File: src/rtl/seq_det_pkg.sv
`default_nettype none
// +--------------------------------------------------------------------------+
// | seq_det_pkg: shared state type, pattern and defaults for seq_det blocks   |
// | Revision 1.0                                                             |
// +--------------------------------------------------------------------------+
package seq_det_pkg;

  localparam int DEFAULT_DATA_W = 8;
  localparam int DEFAULT_CNT_W  = 4;

  // Serial pattern recognised by seq_det, in arrival order.
  localparam logic [3:0] SEQ_PATTERN = 4'b1010;

  typedef enum logic [1:0] {
    ST_IDLE  = 2'd0,
    ST_SHIFT = 2'd1,
    ST_DONE  = 2'd2
  } ctrl_state_t;

endpackage
`default_nettype wire

File: src/rtl/seq_det.sv
`default_nettype none
// +--------------------------------------------------------------------------+
// | seq_det: Mealy detector for the serial pattern 1010, overlapping matches  |
// | Revision 1.0                                                             |
// +--------------------------------------------------------------------------+
module seq_det (
  input  logic clk,
  input  logic rst,
  input  logic x,
  output logic out
);

  typedef enum logic [1:0] {
    S_NONE = 2'd0,
    S_1    = 2'd1,
    S_10   = 2'd2,
    S_101  = 2'd3
  } det_state_t;

  det_state_t state;

  // After a match the trailing "10" is kept so overlapping matches count.
  always_ff @(posedge clk or negedge rst) begin
    if (!rst) begin
      state <= S_NONE;
    end else begin
      case (state)
        S_NONE:  state <= x ? S_1   : S_NONE;
        S_1:     state <= x ? S_1   : S_10;
        S_10:    state <= x ? S_101 : S_NONE;
        S_101:   state <= x ? S_1   : S_10;
        default: state <= S_NONE;
      endcase
    end
  end

  assign out = (state == S_101) && !x;

endmodule
`default_nettype wire

File: src/rtl/seq_det_frame_ctrl.sv
`default_nettype none
// +--------------------------------------------------------------------------+
// | seq_det_frame_ctrl: word handshake wrapper serialising words into seq_det |
// | Rev 1.0; SEQ_DET_CTRL_LSB_FIRST_EN selects LSB-first serialisation        |
// +--------------------------------------------------------------------------+
module seq_det_frame_ctrl
  import seq_det_pkg::*;
#(
  parameter int DATA_W = DEFAULT_DATA_W,
  parameter int CNT_W  = DEFAULT_CNT_W
) (
  input  logic              clk,
  input  logic              rst,
  input  logic              in_valid,
  output logic              in_ready,
  input  logic [DATA_W-1:0] in_data,
  output logic              out_valid,
  input  logic              out_ready,
  output logic [CNT_W-1:0]  out_count,
  output logic              out_hit,
  output logic              busy
);

  localparam int               BIT_W    = $clog2(DATA_W);
  localparam logic [BIT_W-1:0] LAST_BIT = BIT_W'(DATA_W - 1);
  localparam logic [CNT_W-1:0] CNT_MAX  = '1;

  ctrl_state_t       state;
  logic [DATA_W-1:0] shreg;
  logic [DATA_W-1:0] shreg_next;
  logic [BIT_W-1:0]  bit_cnt;
  logic [CNT_W-1:0]  count_next;
  logic              serial_bit;
  logic              det_x;
  logic              det_out;

`ifdef SEQ_DET_CTRL_LSB_FIRST_EN
  assign serial_bit = shreg[0];
  assign shreg_next = {1'b0, shreg[DATA_W-1:1]};
`else
  assign serial_bit = shreg[DATA_W-1];
  assign shreg_next = {shreg[DATA_W-2:0], 1'b0};
`endif

  // busy mirrors ST_SHIFT, so the detector only ever sees zeros outside a word.
  assign det_x      = busy & serial_bit;
  assign count_next = (det_out && (out_count != CNT_MAX)) ? out_count + 1'b1 : out_count;

  seq_det u_det (
    .clk (clk),
    .rst (rst),
    .x   (det_x),
    .out (det_out)
  );

  always_ff @(posedge clk or negedge rst) begin
    if (!rst) begin
      state     <= ST_IDLE;
      in_ready  <= 1'b1;
      out_valid <= 1'b0;
      busy      <= 1'b0;
      shreg     <= '0;
      bit_cnt   <= '0;
      out_count <= '0;
      out_hit   <= 1'b0;
    end else begin
      case (state)
        ST_IDLE: begin
          if (in_valid) begin
            shreg     <= in_data;
            bit_cnt   <= '0;
            out_count <= '0;
            out_hit   <= 1'b0;
            in_ready  <= 1'b0;
            busy      <= 1'b1;
            state     <= ST_SHIFT;
          end
        end
        ST_SHIFT: begin
          shreg     <= shreg_next;
          bit_cnt   <= bit_cnt + 1'b1;
          out_count <= count_next;
          out_hit   <= (count_next != '0);
          if (bit_cnt == LAST_BIT) begin
            busy      <= 1'b0;
            out_valid <= 1'b1;
            state     <= ST_DONE;
          end
        end
        ST_DONE: begin
          if (out_ready) begin
            out_valid <= 1'b0;
            in_ready  <= 1'b1;
            state     <= ST_IDLE;
          end
        end
        default: begin
          in_ready  <= 1'b1;
          out_valid <= 1'b0;
          busy      <= 1'b0;
          state     <= ST_IDLE;
        end
      endcase
    end
  end

endmodule
`default_nettype wire

File: config.mk
export PLATFORM = sky130hd
export DESIGN_NAME = seq_det_frame_ctrl
export DESIGN_NICKNAME = d
export VERILOG_FILES = /design/src/rtl/seq_det_pkg.sv /design/src/rtl/seq_det.sv /design/src/rtl/seq_det_frame_ctrl.sv
export SDC_FILE = /design/constraint.sdc
export NUM_CORES = 1
export LEC_CHECK = 0
export CORE_UTILIZATION = 30
export CTS_BUF_LIST = sky130_fd_sc_hd__clkbuf_4
export CTS_CLUSTER_SIZE = 16
export DETAILED_ROUTE_END_ITERATION = 12
export GPL_ROUTABILITY_DRIVEN = 1
export SLEW_MARGIN = 25
export SYNTH_ARGS = -nofsm -noshare
export SYNTH_HDL_FRONTEND = slang
export SYNTH_SLANG_ARGS = --single-unit
File: constraint.sdc
create_clock -name clk -period 3.59 [get_ports clk]
set_input_delay 0.5385 -clock clk [delete_from_list [all_inputs] [get_ports clk]]
set_output_delay 0.5385 -clock clk [all_outputs]
set_load 0.005 [all_outputs]
* Yosys cells after proc, flatten, opt, wreduce, memory -nomap -nowiden
Cells that the tools add are included.
** Operators by class
- Add/subtract/negate cells :: 2
- Multiply operators :: 0
- Div/mod/pow operators :: 0
- Order comparisons :: 0
- Eq/ne operators :: 10
- Shift operators :: 0
- Mux-type cells :: 25
- Bitwise gates (word level) :: 4
- Reductions and logical operators :: 13
** Operators by type and width (number)
- $pmux 8 s2 :: 1
- $pmux 2 s3 :: 2
- $reduce_and 3->1 :: 4
- $mux 2 :: 5
- $pmux 1 s3 :: 3
- $mux 4 :: 2
- $mux 8 :: 1
- $pmux 4 s2 :: 1
- $mux 1 :: 7
- $eq 2x2->1 const B :: 3
- $ne 2x2->1 const B :: 3
- $pmux 3 s2 :: 1
- $add 4x1->4 const B :: 1
- $eq 2x1->1 const B :: 2
- $logic_not 2->1 :: 2
- $ne 4x4->1 const B :: 1
- $reduce_bool 4->1 :: 1
- $add 3x1->3 const B :: 1
- $eq 3x3->1 const B :: 1
- $mux 3 :: 1
- $not 1->1 :: 3
- $logic_and 1x1->1 :: 2
- $pmux 1 s2 :: 1
- $reduce_and 2->1 :: 1
- other kinds (4) :: 4
** Storage, ports and cells
- Bits in registers :: 23
- Bits in latches :: 0
- RAM bits :: 0
- ROM bits :: 0
- Input bits :: 12
- Output and inout port bits :: 8
- Memories :: 0

* Logic depth before layout (Yosys ltp)
- Depth after elaboration :: 7
- Mapped depth :: 5

* By module
From an unflattened synthesis, not the netlist that was laid out.
** Unflattened totals
- Cell total of the unflattened synthesis :: 127
- Area total of the unflattened synthesis :: 1204.9 um^2
** By module, submodules not included
- seq_det_frame_ctrl :: times used 1, cells an instance 120, area an instance 1129.8 um^2
- seq_det :: times used 1, cells an instance 7, area an instance 75.1 um^2

* Worst setup path after synthesis
Ideal clock, no wire load.
- Path type :: reg2reg
- Start point :: register busy
- End point :: register out_hit
- Data arrival time :: 1.310 ns
- Required time :: 3.489 ns
- Setup slack :: 2.180 ns
- Cell stages (with the launch flop) :: 6
- Path buffers :: 0
- Clock period less this slack :: 1.410 ns
- Path through :: dfrtp_1 > nand2_4 > inv_4 > nor3_2 > mux2_4 > o311ai_2
** Between the ends
- Word-level cells in the longest chain between the ends :: 7
** RTL lines
- start: declaration :: line seq_det_frame_ctrl.sv:21 : output logic busy
- start signal: assignment :: line seq_det_frame_ctrl.sv:61 : busy <= 1'b0;
- start signal: assignment :: line seq_det_frame_ctrl.sv:75 : busy <= 1'b1;
- start signal: assignment :: line seq_det_frame_ctrl.sv:85 : busy <= 1'b0;
- $and 1x1->1 :: line seq_det_frame_ctrl.sv:46 : assign det_x = busy & serial_bit;
- $logic_not 1->1 :: line seq_det.sv:37 : assign out = (state == S_101) && !x;
- $logic_and 1x1->1 :: line seq_det.sv:37
- $logic_and 1x1->1 :: line seq_det_frame_ctrl.sv:47 : assign count_next = (det_out && (out_count != CNT_MAX)) ? out_count + 1'b1 : out_count;
- $mux 4 :: line seq_det_frame_ctrl.sv:47
- $reduce_bool 4->1 :: line seq_det_frame_ctrl.sv:83 : out_hit <= (count_next != '0);
- $pmux 1 s2 :: line seq_det_frame_ctrl.sv:67 : case (state)
- end signal: assignment :: line seq_det_frame_ctrl.sv:83
- end: declaration :: line seq_det_frame_ctrl.sv:20 : output logic out_hit,
Every way passes these cells.
A chain may end at the register's enable or synchronous reset.

* Worst setup path in the final report
- Start point :: register in_ready
- End point :: output port in_ready
** RTL lines
- start: declaration :: line seq_det_frame_ctrl.sv:15 : output logic in_ready,
- start signal: assignment :: line seq_det_frame_ctrl.sv:59 : in_ready <= 1'b1;
- start signal: assignment :: line seq_det_frame_ctrl.sv:74 : in_ready <= 1'b0;
- start signal: assignment :: line seq_det_frame_ctrl.sv:93 : in_ready <= 1'b1;
No word-level cell between the ends.

==> metrics.csv <==
stage,metric,value,unit
synthesis,muxShareOfSynthArea,4.70,%
cells_and_area,area_growth,20.8,%
clock_tree,cts_buffers,3,
synthesis,synth_cells,122,
floorplanning,die_w,65.2,um
synthesis,synth_seq_cells,23,
sta,fin_tns_setup,0,ps
floorplanning,io_pins,20,
synthesis,yosys_warnings,0,
synthesis,synth.distinct_cells,35,
sta,fmax,524,MHz
cells_and_area,drive_gt1_share,11.5,%
clock_tree,cts_hold_buf,0,
power,cellLeakagePower,0.000590,uW
cells_and_area,postLayoutCellArea,1450,um^2
sta,hold_viol,0,
synthesis,synth-xor-area-share,0,%
route,antenna_left,0,
worst_setup_path,crit_required,3050,ps
synthesis,synth_compound_area_share,24.5,%
clock_tree,post_cts_buffers,0,
synthesis,avgSynthCellArea,9.81,um^2
worst_setup_path,cp_cell_sequence,clkdlybuf4s50_1,
sta,fin_worst_skew,9.66,ps
worst_setup_path,r2r.worst_path.cells,4,
floorplanning,die_y,65.2,um
route,routed_via_density,5.02,
worst_setup_path,cp.depth,1,
clock_tree,cts_root_buf,clkbuf_4,
worst_setup_path,crit_family,flip-flops,
worst_setup_path,crit_slowest_cell,dfstp_2,
clock_tree,clkTransAtPathRegs,130,ps
sta,fin_crit_sh,53.2,%
sta,max_slew_margin,59.4,%
worst_setup_path,crit_path_start_kind,register,
placed_design,port_buffers,19,
clock_tree,cts_tree,built,
synthesis,ys_seq_area_share,48.2,%
clock_tree,cts_buffer_depth,2,
run_status,status,"finished, final reports clean",
clock_tree,htree_levels,1,
worst_hold_path,hold_class,in2async,
floorplanning,start_util,32.0,%
cells_and_area,final_cell_mix,"dfrtp_1 (22), clkdlybuf4s50_1 (18), o21ai_0 (14)",
placed_design,gp_congestion,0.800,
cells_and_area,diodes,0,
worst_setup_path,cp.buffers_inverters,1,
floorplanning,coreArea,3740,um^2
sta,fin_hold_ws,181,ps
sta,finalSetupViolCount,0,
sta,worst_slew_pin_slew,607,ps
synthesis,synthesis.area,1200,um^2
floorplanning,rows,22,
synthesis,yosys.area_share.adder,3.13,%
sta,slew_viol_final,0,
global_route,grt_pass1_wl,4.23,mm
worst_setup_path,end_kind,output pin,
synthesis,yosysTopAreaCell,dfrtp_1,
global_route,grt_max_degree,24,
worst_setup_path,cp_slowest_stage_delay,570,ps
route,num_vias,939,
route,drt_first_pass_iters,4,
power,vdd_drop_max,0.000215,V
global_route,grt_usage,13.2,%
job,max_cap_viol_count,0,
synthesis,synth_area_leaders,"dfrtp_1 (46%), o21ai_0 (5.9%), a21oi_1 (5.4%)",
synthesis,synthSimpleGateAreaFrac,15.6,%
floorplanning,dieArea,4250,um^2
worst_setup_path,path_class,reg2out,
worst_setup_path,cp_max_fo,3,
synthesis,synth_top_family_by_area,compound AO/OA/AOI/OAI gates,
synthesis,syn_nets,137,
route,drc,0,
clock_tree,cts_resized,0,
global_route,grt-ovfl-total,0,
placed_design,place_hpwl,1.80,mm
sta,layout_min_cycle_time,1910,ps
global_route,grt_pass1_vias,925,
clock_tree,cts_sinks,23,
global_route,antenna_found_initial,0,
route,wl_per_cell,13.3,um
route,routed_wl,2.49,mm
synthesis,synth_top_area_share,46.0,%
sta,rsz0062_at_grt,no,
worst_setup_path,cp.arrival,1370,ps
clock_tree,clkLatencyLatePin,310,ps
cells_and_area,fin_nets,155,
power,p_per_area,677,nW/um^2
cells_and_area,layout_commonest_cell,dfrtp_1,
route,drt-initial-drc-count,39,
placed_design,dpl_cell_area,1420,um^2
## worst paths after layout
kind	startpoint	endpoint	slack, ps
worst max-delay path	in_ready	in_ready	1680
worst min-delay path	rst	out_hit	180
worst max register to register	state[0]	out_count[2]	1800
worst min register to register	in_ready	in_ready	510
max in group asynchronous	rst	in_ready	3030
min in group clk	in_ready	in_ready	510
## Yosys cell counts
master,number
dfrtp_1,22
o21ai_0,14
a21oi_1,13
nand2_1,10
nor2b_1,10
a22oi_1,7
inv_1,4
nor2_1,4
clkbuf_1,3
ha_1,3
mux2i_1,3
o21ai_1,3
a22o_1,2
buf_2,2
nand3_1,2
a311oi_1,1
a311oi_2,1
and2_1,1
and2b_1,1
clkbuf_2,1
dfstp_2,1
inv_4,1
mux2_2,1
mux2_4,1
nand2_2,1
nand2_4,1
nand4_1,1
nor2b_2,1
nor3_1,1
nor3_2,1
o211ai_1,1
o21ai_2,1
o311ai_1,1
o311ai_2,1
o31ai_1,1
## kinds of logic (layout without fill, tap and decap cells)
kind of cell,count (synthesis),after routing
buf+inv,11,28
mux,5,5
compound gates,46,46
fa+ha+maj,3,3
flops,23,23
simple gates,34,34
## flip-flops by register name, indices dropped and copies added, names as in the netlist
signal and cells:
out_count 4, in_ready 1, shreg 8, bit_cnt 3, out_hit 1, state 2, u_det.state 2, busy 1
out_valid 1
## metrics by stage
stage | utilization (%) | instances | power, uW | worst slack, ps
finish | 38.6 | 187 | 980 | 1680
global route | 38.6 | 187 | 1060 | 1580
CTS | 38.6 | 187 | 995 | 1660
detailed placement | 37.8 | 183 | 865 | 1410
global placement | 38.0 | 183 | 846 | 1450
floorplan | - | 122 | 715 | 2180
## report_power, final
group / internal, uW / total [uW] / switching [uW]
sequential: 358 / 473 / 115
combinational: 203 / 379 / 176
clock: 50.9 / 128 / 77.2
total: 612 / 980 / 368
## layer usage
layer | wire, um | GRT usage, % | vias to the layer above
met1 | 1290 | 17.7 | 446
met4 | 10 | 2.45 | 0
met5 | 0 | 0 | -
met3 | 83 | 4.17 | 2
li1 | - | - | 474
met2 | 1100 | 21.0 | 17
## layout make-up
cell class,count,area [um^2]
clock buffer,4,30.0
fill,401,2300
inverter,5,21.3
multi-input combinational,88,573
sequential,23,577
tap,48,60.1
timing repair buffer,19,185
(Power assumes the default switching activity.)
